==> config.mk <==
export PLATFORM = sky130hd
export DESIGN_NAME = taxi_eth_port_loopback
export DESIGN_NICKNAME = d
export VERILOG_FILES = /design/src/rtl/taxi_eth_port_loopback.sv
export SDC_FILE = /design/constraint.sdc
export NUM_CORES = 2
export LEC_CHECK = 0
export ABC_AREA = 1
export BUFFER_PORTS_ARGS = -buffer_cell sky130_fd_sc_hd__buf_2
export CAP_MARGIN = 20
export CORE_AREA = 4 4 339 341
export DETAILED_ROUTE_END_ITERATION = 8
export DIE_AREA = 0 0 343 345
export GPL_TIMING_DRIVEN = 0
export PLACE_DENSITY = 0.66
export RECOVER_POWER = 25
export SYNTH_ARGS = -nofsm -noshare
export SYNTH_HDL_FRONTEND = slang
export SYNTH_SLANG_ARGS = --single-unit
export TNS_END_PERCENT = 50
==> constraint.sdc <==
create_clock -name clk -period 2.6 [get_ports clk]
set_clock_uncertainty 0.05 [all_clocks]
set_input_delay 0.52 -clock clk [delete_from_list [all_inputs] [get_ports clk]]
set_output_delay 0.52 -clock clk [all_outputs]
set_load 0.01 [all_outputs]
==> src/rtl/taxi_eth_port_loopback.sv <==
// taxi_eth_port_loopback
//   CH_CNT-channel AXI4-Stream frame loopback / cross-connect on a single
//   clock. Each input channel runs in one of three modes, selected at
//   runtime and held for the length of a frame:
//     - drop      : every beat is accepted and discarded
//     - loopback  : input n is sent to output n
//     - pair-swap : input n is sent to output n^1
//   Each output has a two-source frame arbiter, a two-entry skid register
//   and per-input frame counters.
//
// Ports
//   clk, rst_n            clock, asynchronous active-low reset
//   s_axis_*              CH_CNT input streams, channel n in slice n
//   m_axis_*              CH_CNT output streams, registered
//   cfg_mode              2 bits per input: 0 drop, 1 loopback, 2 pair-swap,
//                         3 drop
//   stat_fwd_frames       per-input count of forwarded frames
//   stat_drop_frames      per-input count of dropped frames

// One output channel: a frame arbiter choosing between the input with the
// same index (port 0) and its pair partner (port 1), feeding a skid register.
// A beat is packed as {data, keep, user, last}, so bit 0 is tlast.
module taxi_eth_port_loopback_lane #(
  parameter int BW       = 74,
  parameter bit LAST_RST = 1'b1   // reset value of "last granted" port
) (
  input  logic               clk,
  input  logic               rst_n,
  input  logic               run_i,
  input  logic [1:0]         req_i,
  input  logic [1:0][BW-1:0] beat_i,
  output logic [1:0]         rdy_o,
  output logic [BW-1:0]      beat_o,
  output logic               valid_o,
  input  logic               ready_i
);
  logic          busy_q, busy_d, src_q, src_d, last_q, last_d;
  logic          out_vld_q, skid_vld_q;
  logic [BW-1:0] out_q, skid_q, beat_sel;
  logic          sel, push;

  // While idle the grant is decided combinationally, so a new frame can be
  // accepted in the cycle right after the previous frame's tlast.
  always_comb begin
    sel        = busy_q ? src_q : ((&req_i) ? ~last_q : req_i[1]);
    beat_sel   = beat_i[sel];
    rdy_o      = '0;
    rdy_o[sel] = run_i & ~skid_vld_q & (busy_q | (|req_i));
    push       = req_i[sel] & rdy_o[sel];
    busy_d     = busy_q;
    src_d      = src_q;
    last_d     = last_q;
    if (push) begin
      busy_d = ~beat_sel[0];
      src_d  = sel;
      last_d = sel;
    end
  end

  always_ff @(posedge clk or negedge rst_n) begin
    if (!rst_n) begin
      busy_q     <= 1'b0;
      src_q      <= 1'b0;
      last_q     <= LAST_RST;
      out_vld_q  <= 1'b0;
      skid_vld_q <= 1'b0;
      out_q      <= '0;
      skid_q     <= '0;
    end else begin
      busy_q <= busy_d;
      src_q  <= src_d;
      last_q <= last_d;
      // Output register moves when empty or drained; an accepted beat that
      // arrives while the output is stalled parks in the skid entry, which
      // also closes the input ready for the next cycle.
      if (!out_vld_q || ready_i) begin
        if (skid_vld_q) begin
          out_q      <= skid_q;
          out_vld_q  <= 1'b1;
          skid_vld_q <= 1'b0;
        end else begin
          out_vld_q <= push;
          if (push) out_q <= beat_sel;
        end
      end else if (push) begin
        skid_q     <= beat_sel;
        skid_vld_q <= 1'b1;
      end
    end
  end

  assign beat_o  = out_q;
  assign valid_o = out_vld_q;
endmodule

module taxi_eth_port_loopback #(
  parameter int CH_CNT = 4,
  parameter int DATA_W = 64,
  parameter int KEEP_W = DATA_W/8,
  parameter int USER_W = 1,
  parameter int STAT_W = 32
) (
  input  logic                       clk,
  input  logic                       rst_n,
  input  logic [CH_CNT*DATA_W-1:0]   s_axis_tdata,
  input  logic [CH_CNT*KEEP_W-1:0]   s_axis_tkeep,
  input  logic [CH_CNT-1:0]          s_axis_tlast,
  input  logic [CH_CNT*USER_W-1:0]   s_axis_tuser,
  input  logic [CH_CNT-1:0]          s_axis_tvalid,
  output logic [CH_CNT-1:0]          s_axis_tready,
  output logic [CH_CNT*DATA_W-1:0]   m_axis_tdata,
  output logic [CH_CNT*KEEP_W-1:0]   m_axis_tkeep,
  output logic [CH_CNT-1:0]          m_axis_tlast,
  output logic [CH_CNT*USER_W-1:0]   m_axis_tuser,
  output logic [CH_CNT-1:0]          m_axis_tvalid,
  input  logic [CH_CNT-1:0]          m_axis_tready,
  input  logic [CH_CNT*2-1:0]        cfg_mode,
  output logic [CH_CNT*STAT_W-1:0]   stat_fwd_frames,
  output logic [CH_CNT*STAT_W-1:0]   stat_drop_frames
);
  localparam int BW = DATA_W + KEEP_W + USER_W + 1;

  logic                           run_q;   // holds ready low until first edge out of reset
  logic [CH_CNT-1:0]              in_frame_q, fwd_q, swp_q;
  logic [CH_CNT-1:0]              fwd, swp, acc;
  logic [CH_CNT-1:0][BW-1:0]      s_beat, m_beat;
  logic [CH_CNT-1:0][1:0]         req, rdy;
  logic [CH_CNT-1:0][STAT_W-1:0]  fwd_cnt_q, drop_cnt_q;

  for (genvar n = 0; n < CH_CNT; n++) begin : g_ch
    // Pair partner; the unpaired last channel of an odd CH_CNT maps to
    // itself and can never be in pair-swap (treated as drop).
    localparam int P     = ((n ^ 1) < CH_CNT) ? (n ^ 1) : n;
    localparam bit HAS_P = (P != n);

    logic [1:0] mode;
    assign mode = cfg_mode[2*n +: 2];

    // Route is the live mode while idle and the latched one mid-frame.
    assign fwd[n] = in_frame_q[n] ? fwd_q[n] : ((mode == 2'd1) || (mode == 2'd2 && HAS_P));
    assign swp[n] = in_frame_q[n] ? swp_q[n] : (mode == 2'd2 && HAS_P);

    assign s_beat[n] = {s_axis_tdata[n*DATA_W +: DATA_W], s_axis_tkeep[n*KEEP_W +: KEEP_W],
                        s_axis_tuser[n*USER_W +: USER_W], s_axis_tlast[n]};

    assign s_axis_tready[n] = !fwd[n] ? run_q : (swp[n] ? rdy[P][1] : rdy[n][0]);
    assign acc[n]           = s_axis_tvalid[n] & s_axis_tready[n];

    // Output n candidates: input n in loopback, partner in pair-swap.
    assign req[n][0] = s_axis_tvalid[n] & fwd[n] & ~swp[n];
    assign req[n][1] = HAS_P ? (s_axis_tvalid[P] & fwd[P] & swp[P]) : 1'b0;

    taxi_eth_port_loopback_lane #(
      .BW       (BW),
      .LAST_RST ((n % 2) == 0)   // even channel of each pair wins first
    ) u_lane (
      .clk     (clk),
      .rst_n   (rst_n),
      .run_i   (run_q),
      .req_i   (req[n]),
      .beat_i  ({s_beat[P], s_beat[n]}),
      .rdy_o   (rdy[n]),
      .beat_o  (m_beat[n]),
      .valid_o (m_axis_tvalid[n]),
      .ready_i (m_axis_tready[n])
    );

    assign m_axis_tdata[n*DATA_W +: DATA_W] = m_beat[n][BW-1 -: DATA_W];
    assign m_axis_tkeep[n*KEEP_W +: KEEP_W] = m_beat[n][USER_W+1 +: KEEP_W];
    assign m_axis_tuser[n*USER_W +: USER_W] = m_beat[n][1 +: USER_W];
    assign m_axis_tlast[n]                  = m_beat[n][0];

    assign stat_fwd_frames[n*STAT_W +: STAT_W]  = fwd_cnt_q[n];
    assign stat_drop_frames[n*STAT_W +: STAT_W] = drop_cnt_q[n];
  end

  always_ff @(posedge clk or negedge rst_n) begin
    if (!rst_n) begin
      run_q      <= 1'b0;
      in_frame_q <= '0;
      fwd_q      <= '0;
      swp_q      <= '0;
      fwd_cnt_q  <= '0;
      drop_cnt_q <= '0;
    end else begin
      run_q <= 1'b1;
      for (int n = 0; n < CH_CNT; n++) begin
        if (acc[n]) begin
          in_frame_q[n] <= ~s_axis_tlast[n];
          fwd_q[n]      <= fwd[n];
          swp_q[n]      <= swp[n];
          if (s_axis_tlast[n]) begin
            if (fwd[n]) fwd_cnt_q[n]  <= fwd_cnt_q[n] + STAT_W'(1);
            else        drop_cnt_q[n] <= drop_cnt_q[n] + STAT_W'(1);
          end
        end
      end
    end
  end
endmodule

-- Word level (Yosys, flattened, before mapping)
Index checks and enable logic that the tools add are counted.
- add/subtract/negate cells: 8
- magnitude comparators: 8
- eq/ne operators: 8
- muxes and demuxes: 76
- bitwise operators: 64
- reductions and logical operators: 48
- operator list (kind ; count):
    74-bit 2-to-1 mux ; 16
    32-bit by 1-bit adder with 32-bit output (second input constant) ; 8
    1-bit 2-to-1 mux ; 56
    1-bit bitwise AND ; 28
    1-bit inverter ; 28
    2-bit AND reduction ; 12
    3-bit AND reduction ; 8
    2-bit nonzero test ; 8
    2-bit bitwise AND ; 4
    2-bit by 1-bit equality test with 1-bit output (second input constant) ; 4
    2-bit equality test (second input constant) ; 4
    1-bit logical OR ; 8
    1-bit by 2-bit < comparator with 1-bit output (second input constant) ; 4
    2-bit OR reduction ; 4
    1-bit demux with 1-bit select ; 4
    1-bit greater-or-equal comparator (second input constant) ; 4
    1-bit logical AND ; 4
    1-bit logical NOT ; 4
    1-bit OR ; 4
- bits in registers: 879
- input bits: 314
- output and inout bits: 560
- word-level logic and storage cells: 259

-- Depth between registers and ports, before layout
- depth in word-level cells: 18
- mapped depth: 18
- depth with buffers taken out: 17

-- Modules after synthesis
From an unflattened synthesis, not the netlist that was laid out.
- cells, all modules: 7703
- area, all modules: 51568.2 um^2
- modules (own cells, without submodules) (module ; times used ; cells each ; area each (um^2) ; sequential area each (um^2)):
    taxi_eth_port_loopback ; 1 ; 2793 ; 17640.7 ; 6731.5
    taxi_eth_port_loopback_lane at g_ch[1].u_lane ... ; 2 ; 1226 ; 8588.2 ; 3803.6
    taxi_eth_port_loopback_lane at g_ch[0].u_lane ... ; 2 ; 1229 ; 8375.5 ; 3829.9

-- Worst setup path after synthesis
OpenSTA, ideal clock, no wires.
- path type: input-to-output
- start: input port cfg_mode[0]
- end: output port s_axis_tready[0]
- arrival time: 2.119 ns
- required time: 2.030 ns
- slack: -0.089 ns
- stages: 13
- buffers on the path: 1
- cell sequence: inv_1 ha_1 nor2_1 nor2_2 nor2_4 nand2_1 o21ai_2 nand2_2 nor2_1 nand2_1 nand3b_1 buf_2 and2_1
- longest elaborated chain between the ends: 15
- elaborated cells on any way between the ends: 35
- those cells by class: order compare: 4; eq/ne: 2; mux: 12; bitwise: 10; reduce/logical: 7
- ends and longest elaborated chain (item ; RTL line ; text):
    start, declared ; 117 ; input logic [CH_CNT*2-1:0] cfg_mode,
    2-bit by 1-bit equality test with 1-bit output or 2-bit equality test (tied branches) ; 140, 141 ;
    1-bit logical OR ; 140 ; assign fwd[n] = in_frame_q[n] ? fwd_q[n] : ((mode == 2'd1) || (mode == 2'd2 && HAS_P));
    1-bit 2-to-1 mux ; 140 ;
    1-bit bitwise AND ; 150, 151 ;
    1-bit bitwise AND, on equally long branches ; 150, 151 ;
    2-bit AND reduction ; 45 ; sel = busy_q ? src_q : ((&req_i) ? ~last_q : req_i[1]);
    1-bit 2-to-1 mux (2 in a row) ; 45 ;
    1-bit by 2-bit < comparator with 1-bit output (implied by the code) or 1-bit greater-or-equal comparator (tied branches) ; 48 ; rdy_o[sel] = run_i & ~skid_vld_q & (busy_q | (|req_i));
    1-bit logical AND (implied by the code) ; 48 ;
    1-bit 2-to-1 mux (implied by the code) ; 48 ;
    1-bit demux with 1-bit select ; n/a ;
    2-bit bitwise AND (no source line) ; n/a ;
    1-bit 2-to-1 mux ; 146 ; assign s_axis_tready[n] = !fwd[n] ? run_q : (swp[n] ? rdy[P][1] : rdy[n][0]);
    1-bit 2-to-1 mux * ; 146 ;
    end, declared ; 110 ; output logic [CH_CNT-1:0] s_axis_tready,
Every way passes the cells marked *; elsewhere a longest branch is shown, timed or not.

-- Worst setup path after layout
- start: input port cfg_mode[2]
- end: output port s_axis_tready[0]
- longest elaborated chain between the ends: 15
- elaborated cells on any way between the ends: 35
- those cells by class: order compare: 4; eq/ne: 2; mux: 12; bitwise: 10; reduce/logical: 7
- ends and longest elaborated chain (item ; RTL line):
    2-bit by 1-bit equality test with 1-bit output or 2-bit equality test (tied branches) ; 140, 141
    1-bit logical OR ; 140
    1-bit 2-to-1 mux ; 140
    1-bit bitwise AND ; 150, 151
    1-bit bitwise AND, on equally long branches ; 151, 150
    2-bit AND reduction ; 45
    1-bit 2-to-1 mux (2 in a row) ; 45
    1-bit by 2-bit < comparator with 1-bit output (implied by the code) or 1-bit greater-or-equal comparator (tied branches) ; 48
    1-bit logical AND (implied by the code) ; 48
    1-bit 2-to-1 mux (implied by the code) ; 48
    1-bit demux with 1-bit select ; n/a
    2-bit bitwise AND (no source line) ; n/a
    1-bit 2-to-1 mux * (2 in a row) ; 146
Marked as above.

==> reports/qor.yml <==
status: "finished, violations left"
violations: "negative setup slack"
cts.sinks: 879
cp.required_ns: 2.03
irDropWorstVdd_mv: 0.5921
cts_tree: "done"
syn_area_per_cell_um2: 7.089
gp_congestion: 0.9580
r2r_setup_slack_ns: -0.25
clock_path_buffers: 3
drt_iter0_markers: 4376
final_common_cell: "nand2_1"
p_clk_share_pct: 29.4
synth_nets: 7011
multiInputGateArea_um2: 22640
synth_cell_types: 38
switching_share_pct: 37.69
pin_count: 874
drive_gt1_share_pct: 17.60
nets: 8034
antenna_left: 0
hp-start: "s_axis_tvalid[0]"
reg2reg_depth: 17
fp.dieW_um: 343
powerDensity_nw_per_um2: 882.3
final_cell_mix: "nand2_1 (3342), buf_2 (943), dfrtp_1 (874)"
worstPathArrival_ns: 2.50
use_met2_pct: 49.39
grt_use_total_pct: 30.24
p_leak_nw: 32.27
finalPower_w: 0.05149
port_buffers: 872
clk_pin_slew_ns: 0.06
synth-seq-cells: 879
setup_violations: 208
seq_area_um2: 22000
hold_path.class: "in -> reg"
yosys_warnings: 0
critical_path_class: "in -> out"
hpwlAfterDp_um: 141400
die_y_um: 345
layout_setup_ws_ns: -0.4692
pwr-share-comb_pct: 31.3
postCtsHoldBufs: 3
h-tree-depth: 3
syn_area_um2: 47380
cp-endpoint: "s_axis_tready[0]"
met1_usage_pct: 36.84
slew_viol_final: 0
p_sw_w: 0.01941
wirelength_um: 185600
syn_to_final_growth_pct: 23.16
syn_inst: 6684
place_area_um2: 53880
final_cell_area_um2: 58360
core-area_um2: 111900
grt_pass1_vias: 46469
met3_usage_pct: 7.377
cts_root_buf: "clkbuf_16"
cts_buffers: 101
grt_max_degree: 117
worstSkewPairLatency_ns: 0.69
p_int_w: 0.03208
startpoint_type: "primary input"
tightest_slew_ns: 1.125
ys_seq_area_share_pct: 46.43
path_max_fanout: 3
overflow: 0
vias_per_cell: 5.229
fmax_mhz: 325.8
finalCritPeriodShare_pct: 118.0
period_minus_slack_ns: 3.069
grt_pass1_wl_um: 279500
antenna_found_initial: 50
r2r_end: "g_ch[1].u_lane.beat_o[42]"
crit_start: "cfg_mode[2]"
routedWlPerCell_um: 19.91
initial_core_util_pct: 42.35
slew_headroom_pct: 24.97
first_pass_iters: 6
dieArea_um2: 118300
fill_cells: 11083
power_frac_seq_pct: 39.3
endpoint_kind: "primary output"
grt_busiest_layer: "met2"
r2r_start: "in_frame_q[0]"
rsz0062_at_grt: "yes"
drc: 0
finalHoldViolCount: 0
fin_tns_setup_ns: -22.85
core.rowCount: 123
max_cap_viol_count: 0
via_count: 48744
power groups by stage:
stage	Clock [W]	Combinational (W)	Sequential, W
finish	0.0151	0.0161	0.0202
global route	0.0159	0.0178	0.0206
CTS	0.0154	0.0159	0.0202
detailed placement	0	0.0154	0.0203
global placement	0	0.0152	0.0203
floorplan	0	0.00719	0.0209
final cells by class:
| type | count | area share, % |
|---|---|---|
| diodes | 36 | 0.1544 |
| repair buffers | 922 | 8.484 |
| flip-flops and latches | 879 | 37.70 |
| inverters | 315 | 2.054 |
| clock inverters | 37 | 0.9155 |
| plain buffers | 382 | 3.611 |
| well taps | 1500 | 3.216 |
| clock buffers | 144 | 5.060 |
| multi-input cells | 5106 | 38.80 |
worst min-delay path by stage:
stage,end,slack [ns],depth (start not counted)
floorplan,fwd_q[0],0.17,0
global placement,g_ch[1].u_lane.beat_o[31],0.40,2
detailed placement,g_ch[1].u_lane.beat_o[22],0.39,1
CTS,g_ch[1].u_lane.skid_q[20],-0.14,2
global route,in_frame_q[0],0.07,3
finish,in_frame_q[0],0.09,3
sequential cells by signal (all words and copies together), names as in the netlist:
name	count
g_ch.u_lane.valid_o	4
run_q	1
g_ch.u_lane.last_q	2
g_ch.u_lane.busy_q	4
g_ch.u_lane.skid_vld_q	4
g_ch.u_lane.beat_o	296
g_ch.u_lane.src_q	4
stat_fwd_frames	128
in_frame_q	4
g_ch.u_lane.skid_q	296
swp_q	4
stat_drop_frames	128
fwd_q	4
cells by family after synthesis:
group	share of synthesized area [%]
other	0.007914
AO/OA/AOI/OAI	4.001
adder cells (fa/ha/maj)	0.3433
AND/OR/NAND/NOR	38.70
flip-flops	46.43
buffers and inverters	6.412
XOR/XNOR	4.104
timing repair:
item	CTS	global route
resized for setup	100	111
setup endpoints to repair	704	611
setup buffers	26	11
hold endpoints to repair	43	211
cloned	0	2
pin swaps	17	17
metrics by stage:
stage	instances	setup slack (ns)	utilization [%]	hold slack (ns)
2_1_floorplan	6684	-0.01939	-	0.1744
3_5_place_dp	9065	-1.070	48.16	0.3902
5_1_grt	9302	-0.5696	52.12	0.07032
3_3_place_gp	9056	-18.94	47.94	0.3994
6_report	9321	-0.4692	52.16	0.09311
4_1_cts	9273	-0.4954	51.80	-0.1384
critical path, stage by stage:
cell        delay (ns)
buf_2             0.10
clkinvlp_4        0.21
ha_4              0.32
o21ai_4           0.17
nand2_2           0.11
inv_2             0.09
nand2_4           0.06
nand3b_1          0.09
nand3_2           0.11
nor2_4            0.14
nand2_1           0.05
nand3b_1          0.14
buf_6             0.12
and2_4            0.13
buf_6             0.12
synthesized netlist by cell type (all sizes together):
master  count  share of area, %
ha         13              0.34
dfstp       2              0.11
nand3b      4             0.063
a21oi       5             0.061
o31ai       1             0.016
o21a        2             0.034
and3        1             0.013
conb        1            0.0079
nand2    3373                27
o21ai     366               3.9
inv       311               2.5
nor2      208               1.7
dfrtp     877                46
xnor2      62               1.1
nand4     112               1.5
clkinv      4             0.032
and2        2             0.026
nor4       44              0.58
nor3      106               1.1
buf       210               2.5
clkbuf    174               1.4
xor2      160               3.0
nand3     639               6.8
nor3b       7              0.11
layer usage:
| metal | wire (um) | vias to the layer above |
|---|---|---|
| met5 | 238 | - |
| met4 | 11620 | 34 |
| met3 | 16610 | 467 |
| met2 | 86130 | 1974 |
| met1 | 71010 | 23102 |
| li1 | - | 23167 |
(Power assumes the default switching activity.)
